==> config.mk <==
export PLATFORM = sky130hd
export DESIGN_NAME = regfile_mp
export DESIGN_NICKNAME = d
export VERILOG_FILES = /design/src/rtl/regfile_pkg.sv /design/src/rtl/regfile_scoreboard.sv /design/src/rtl/regfile_mp.sv
export SDC_FILE = /design/constraint.sdc
export NUM_CORES = 2
export LEC_CHECK = 0
export CAP_MARGIN = 40
export CORE_MARGIN = 4
export CORE_UTILIZATION = 50
export CTS_CLUSTER_SIZE = 14
export DETAILED_ROUTE_END_ITERATION = 10
export PLACE_DENSITY = 0.66
export SLEW_MARGIN = 20
export SYNTH_ARGS = -nofsm -noshare
export SYNTH_HDL_FRONTEND = slang
export SYNTH_SLANG_ARGS = --single-unit
export TNS_END_PERCENT = 20
==> constraint.sdc <==
create_clock -name clk -period 4.35 [get_ports clk]
set_input_delay 0.6525 -clock clk [delete_from_list [all_inputs] [get_ports clk]]
set_output_delay 0.6525 -clock clk [all_outputs]
set_load 0.03 [all_outputs]
==> src/rtl/regfile_pkg.sv <==
// Shared types and defaults for the multi-port register file.
// Optional same-cycle write/issue bypass is enabled by defining REGFILE_BYPASS_EN.
package regfile_pkg;

    localparam int XLEN_DEF = 32;
    localparam int NREG_DEF = 32;

    typedef logic [4:0]  reg_addr_t;
    typedef logic [31:0] reg_data_t;

    localparam reg_addr_t ZERO_REG = '0;

endpackage

==> src/rtl/regfile_scoreboard.sv <==
// Per-register busy scoreboard: issue sets, writeback clears, issue wins on a tie.
// Register 0 is never busy. Exports current and next-state busy vectors.
module regfile_scoreboard
    import regfile_pkg::*;
#(
    parameter int NREG = NREG_DEF,
    parameter int AW   = $clog2(NREG),
    parameter int NWR  = 1
) (
    input  logic              clk,
    input  logic              rst_n,
    input  logic [NWR-1:0]    wr_en,
    input  logic [NWR*AW-1:0] wr_addr,
    input  logic              iss_en,
    input  logic [AW-1:0]     iss_addr,
    output logic [NREG-1:0]   busy_q,
    output logic [NREG-1:0]   busy_d,
    output logic              busy_any
);

    logic clr;

    always_comb begin
        busy_d    = busy_q;
        busy_d[0] = 1'b0;
        clr       = 1'b0;
        for (int r = 1; r < NREG; r++) begin
            clr = 1'b0;
            for (int j = 0; j < NWR; j++) begin
                if (wr_en[j] && (wr_addr[j*AW +: AW] == AW'(r))) begin
                    clr = 1'b1;
                end
            end
            // A new producer issuing this cycle outranks the retiring one.
            if (iss_en && (iss_addr == AW'(r))) begin
                busy_d[r] = 1'b1;
            end else if (clr) begin
                busy_d[r] = 1'b0;
            end
        end
    end

    always_ff @(posedge clk or negedge rst_n) begin
        if (!rst_n) begin
            busy_q   <= '0;
            busy_any <= 1'b0;
        end else begin
            busy_q   <= busy_d;
            busy_any <= |busy_d;
        end
    end

endmodule

==> src/rtl/regfile_mp.sv <==
// Parametrised multi-port register file with hardwired zero register and busy scoreboard.
// Define REGFILE_BYPASS_EN to forward same-cycle writes and busy updates to reads.
module regfile_mp
    import regfile_pkg::*;
#(
    parameter int XLEN = XLEN_DEF,
    parameter int NREG = NREG_DEF,
    parameter int AW   = $clog2(NREG),
    parameter int NRD  = 2,
    parameter int NWR  = 1
) (
    input  logic                clk,
    input  logic                rst_n,
    input  logic [NRD-1:0]      rd_en,
    input  logic [NRD*AW-1:0]   rd_addr,
    output logic [NRD*XLEN-1:0] rd_data,
    output logic [NRD-1:0]      rd_busy,
    input  logic [NWR-1:0]      wr_en,
    input  logic [NWR*AW-1:0]   wr_addr,
    input  logic [NWR*XLEN-1:0] wr_data,
    input  logic                iss_en,
    input  logic [AW-1:0]       iss_addr,
    output logic                busy_any
);

    logic [XLEN-1:0] mem [NREG];
    logic [NREG-1:0] busy_q;
`ifdef REGFILE_BYPASS_EN
    logic [NREG-1:0] busy_d;
`else
    logic [NREG-1:0] busy_d_unused;
`endif

    logic [XLEN-1:0] rd_val [NRD];
    logic [NRD-1:0]  rd_bsy;

    regfile_scoreboard #(
        .NREG (NREG),
        .AW   (AW),
        .NWR  (NWR)
    ) u_scoreboard (
        .clk      (clk),
        .rst_n    (rst_n),
        .wr_en    (wr_en),
        .wr_addr  (wr_addr),
        .iss_en   (iss_en),
        .iss_addr (iss_addr),
        .busy_q   (busy_q),
`ifdef REGFILE_BYPASS_EN
        .busy_d   (busy_d),
`else
        .busy_d   (busy_d_unused),
`endif
        .busy_any (busy_any)
    );

    // Ascending port order makes the highest-index writer win on a collision.
    always_ff @(posedge clk or negedge rst_n) begin
        if (!rst_n) begin
            for (int r = 0; r < NREG; r++) begin
                mem[r] <= '0;
            end
        end else begin
            for (int j = 0; j < NWR; j++) begin
                if (wr_en[j] && (wr_addr[j*AW +: AW] != AW'(ZERO_REG))) begin
                    mem[wr_addr[j*AW +: AW]] <= wr_data[j*XLEN +: XLEN];
                end
            end
        end
    end

    always_comb begin
        for (int i = 0; i < NRD; i++) begin
            rd_val[i] = mem[rd_addr[i*AW +: AW]];
`ifdef REGFILE_BYPASS_EN
            rd_bsy[i] = busy_d[rd_addr[i*AW +: AW]];
            for (int j = 0; j < NWR; j++) begin
                if (wr_en[j] && (wr_addr[j*AW +: AW] == rd_addr[i*AW +: AW])) begin
                    rd_val[i] = wr_data[j*XLEN +: XLEN];
                end
            end
`else
            rd_bsy[i] = busy_q[rd_addr[i*AW +: AW]];
`endif
            if (rd_addr[i*AW +: AW] == AW'(ZERO_REG)) begin
                rd_val[i] = '0;
                rd_bsy[i] = 1'b0;
            end
        end
    end

    // Read ports with rd_en low keep their last result.
    always_ff @(posedge clk or negedge rst_n) begin
        if (!rst_n) begin
            rd_data <= '0;
            rd_busy <= '0;
        end else begin
            for (int i = 0; i < NRD; i++) begin
                if (rd_en[i]) begin
                    rd_data[i*XLEN +: XLEN] <= rd_val[i];
                    rd_busy[i]              <= rd_bsy[i];
                end
            end
        end
    end

endmodule

==> summary.md <==
The run finished with clean final reports. After clock tree synthesis, the clock-pin slew on the worst setup and hold paths is 60 ps. Clock insertion delay at the later pin of the skew report: 740 ps. Sequential elements use 47.3% of the synthesized area. Synthesis produced 4162 cells.

The run gives 39900 as the number of global-route vias before repair. Of the total synthesized cell area, the portion taken by AND, OR, NAND and NOR gates is 2.08%. Maximum fanout along the worst path: 13. The tools report the total negative slack as 0 ps. The share of total power dissipated in sequential elements is 45.0%.

The start-to-end type of the worst setup path was input port to flop. The buffer depth of the longest clock path was 3. The logs give 1 for the post-cts hold buffer count and 4220 for the post-synthesis net count. The area growth from synthesis to final layout is 12.3%, and the stage delay of the slowest cell on the critical path is 950 ps.

The run gives 0.118 mm2 as the core region area. The tools report the reg-to-reg critical path endpoint as rd_busy[1]. The root buffer cell chosen for the clock tree is sky130_fd_sc_hd__clkbuf_16. Leaving out fill and tap cells, the most frequent cells in the layout are 1122 x sky130_fd_sc_hd__dfrtp_1, 1035 x sky130_fd_sc_hd__mux2_2, 394 x sky130_fd_sc_hd__mux4_2, 268 x sky130_fd_sc_hd__mux2i_1, 130 x sky130_fd_sc_hd__a21oi_1. The synthesized netlist devotes 0% of its cell area to adder and majority cells.

The share of cells above drive strength 1 came out at 44.5%. The estimated wirelength of the detail-placed design is 117000 um. The count of cells along the worst hold path came out at 0.

IR analysis of the VDD net gives a maximum drop of 0.325 mV. The slack of the worst reg-to-reg path was 2300 ps. Among the stages of the critical path, the cell type that occurs most often is sky130_fd_sc_hd__nand4_1.

The period utilization works out to 74.1%. The share of async-settable or async-resettable flops after synthesis is 100%, and the vertical die dimension is 353 um. Once placement finished, the instance area stood at 0.0625 mm2. The number of antenna violations at the first check in global routing was 17. Counting buffers and inverters, the worst setup path is 7 cells deep. The number of core rows is 126, and the DRC violation count after routing is 0. For the number of hold-slack violations in the final timing report, the log shows 0. For the weighted congestion reported at the end of routability-driven placement, the log shows 0.908.

Entering global routing, the biggest net connects 113 pins. The cell with the largest stage delay on the worst path is sky130_fd_sc_hd__clkdlybuf4s50_1. Share of total power in the clock network: 34.8%.

The terminating pin of the worst hold path was mem[1000]. STA classifies the critical path startpoint as an input port. Dividing the detail-routed wire length by the instance count gives 32.6 um.

The tools report the sort of element at the end of the critical path as a flop. The final worst clock skew was 34.7 ps; the synthesized cell area was 0.0594 mm2. Start point of the worst min-delay path: mem[1000].

The source of the worst register-to-register timing path is u_scoreboard.busy_q[23]. The max-slew violation count was 0. In this run, CTS created clock tree buffers numbering 119. The floorplan die area was 0.124 mm2.

The worst-margin pin slew came out at 951 ps. The run gives 8.44 mW as the reported net switching power. For the post-placement cell count, the log shows 5549. The first global-routing pass estimated 278000 um of wire. For this run, the number of Yosys warnings is 0. For this run, the top clock speed supported by timing is 0.310 GHz. The starting density of the core is 50.3%, and the remaining global-route overflow is 0. For the count of buffers added by post-CTS timing repair for setup, the log shows 0. After synthesis, the largest family of logic cells by area is multiplexers.

The number of synthesized register bits was 1122; the number of levels the H-tree was split into was 3. In the synthesized netlist the dominant register cell turns out to be sky130_fd_sc_hd__dfrtp_1. At the worst endpoint, the arrival time is 3800 ps.

Leaving out fill and tap cells, the most frequent cell in the layout is sky130_fd_sc_hd__dfrtp_1. For this run, the number of standard cells in the final layout without fillers is 5779. The net switching share of the total power is 27.4%. Yosys mapped a number of flops with a built-in enable equal to 0. The remaining max-slew budget at the tightest pin is 36.6%, and the aggregate routed wire length is 188000 um. Using the TritonRoute via totals, the vias-per-cell ratio works out to 6.74.

The first TritonRoute pass finished after 6 iterations. The final layout contains 4194 nets. The leakage power was 29.0 nW. The number of ports placed on the die boundary was 125. The tools report the cell-internal power as 22.3 mW. Yosys mapped the design onto 52 distinct sky130hd cell types. Port buffering added 124 buffers. The worst path in the final design needs a cycle of 3220 ps, including I/O delays and setup. From left edge to right edge, the die measures 353 um.

The power density over cell area was 462 mW/mm2. The number of gates resized after CTS was 0. The synthesized netlist devotes 6.53% of its cell area to compound gates.

The logs give 0 for the post-detailed-route count of antenna-violating nets and 39000 for the total number of vias. The critical path goes through clkdlybuf4s50_1 > nand4_1 > nor2_4 > buf_12 > o2111ai_1 > nor4_1 > nand4_1. Combinational logic is responsible for 20.2% of the overall power. TritonCTS built the clock tree. The final instance area was 0.0667 mm2; the buffer and inverter count on the worst path was 2.

The cell family contributing the most delay on the critical path is simple AND/OR/NAND/NOR gates. The count of routing violations after the opening detailed-route iteration is 3955, and the max-cap check violation count is 0. The required time of the worst setup path was 4930 ps; the share of the synthesized netlist area taken by xor and xnor gates was 0%.

The synthesized area per cell was 14.3 um2. The worst-case reg-to-reg path depth works out to 4. Setup repair after global routing left no endpoint under its margin. The portion of synthesized area spent on multiplexers is 39.5%.

The clock net in this run drives a total of 1122 sinks. In the global route stage, overall resource usage came out at 30.2%. The final count of negative-setup-slack endpoints is 0. Type of the most critical hold path: flop to flop.
[stage by stage]
step / power [mW] / setup WS [ps] / hold slack (ps) / util, %
final: 30.8 / 1130 / 397 / 56.5
after global routing: 32.1 / 1080 / 408 / 56.5
after detailed placement: 20.2 / 562 / 388 / 53.0
after floorplan: 18.2 / 2160 / 357 / -
after CTS: 30.9 / 1340 / 401 / 56.5
after global placement: 19.9 / 594 / 384 / 52.6
[how the worst max path moves through the flow]
stage | start | to | slack [ps]
after floorplan | rd_addr[5] | rd_data[40] | 2160
after global placement | wr_addr[2] | u_scoreboard.busy_any | 590
after global routing | wr_addr[2] | u_scoreboard.busy_any | 1080
after CTS | wr_addr[3] | u_scoreboard.busy_any | 1340
after detailed placement | wr_addr[3] | u_scoreboard.busy_any | 560
final | wr_addr[4] | u_scoreboard.busy_any | 1130
[flip-flops by register name, summed over array words and instances (netlist names)]
signal / flops
u_scoreboard.busy_q: 31
rd_data: 64
u_scoreboard.busy_any: 1
rd_busy: 2
mem: 1024
[per-layer routing]
metal | share of wire [%] | track usage, %
met1 | 42 | 42.4
met2 | 45 | 45.8
met3 | 8.7 | 7.07
met4 | 4.2 | 12.1
met5 | 0.024 | 0
[area by class of cell]
cell class	instances	area, um2
repair buffers	318	3490
flip-flops and latches	1122	28100
fillers	9435	51300
diodes	7	17.5
well taps	1536	1920
multi-input cells	2503	28800
clock buffers	179	3560
inverters	72	270
clock inverters	42	563
[worst register-to-register path: cells and delay by family (launching register included)]
kind / cells / cell delay (ps)
mux: 1 / 470
compound gates: 3 / 1040
flops: 1 / 390
[Yosys cell counts (all sizes together), types with 6 or more instances]
master / instances / area [um2]
dfrtp: 1122 / 28100
mux2: 1056 / 11900
mux4: 394 / 8870
mux2i: 268 / 2680
buf: 245 / 1610
clkbuf: 220 / 831
a21oi: 130 / 651
o21ai: 92 / 460
inv: 72 / 270
nand2: 67 / 251
o221ai: 66 / 578
a211o: 64 / 561
o22ai: 64 / 400
or3: 64 / 400
o31ai: 62 / 465
o32ai: 62 / 543
nor2: 24 / 90.1
nand4: 11 / 68.8
o2111ai: 10 / 87.6
or2: 7 / 43.8
nand2b: 6 / 37.5
nor2b: 6 / 37.5
[power groups by stage]
stage	clock (mW)	combinational (mW)	sequential (mW)
4_1_cts	10.9	6.22	13.8
2_1_floorplan	0	4.48	13.7
3_3_place_gp	0	6.03	13.9
5_1_grt	11.3	6.67	14.1
3_5_place_dp	0	6.19	14.0
6_report	10.7	6.22	13.9
[kinds of logic after synthesis]
group,Yosys count
and+or+nand+nor,222
AOI/OAI and AO/OA,563
buffers and inverters,537
muxes,1718
DFF,1122
Note: power is estimated with default switching activity, not from simulation.
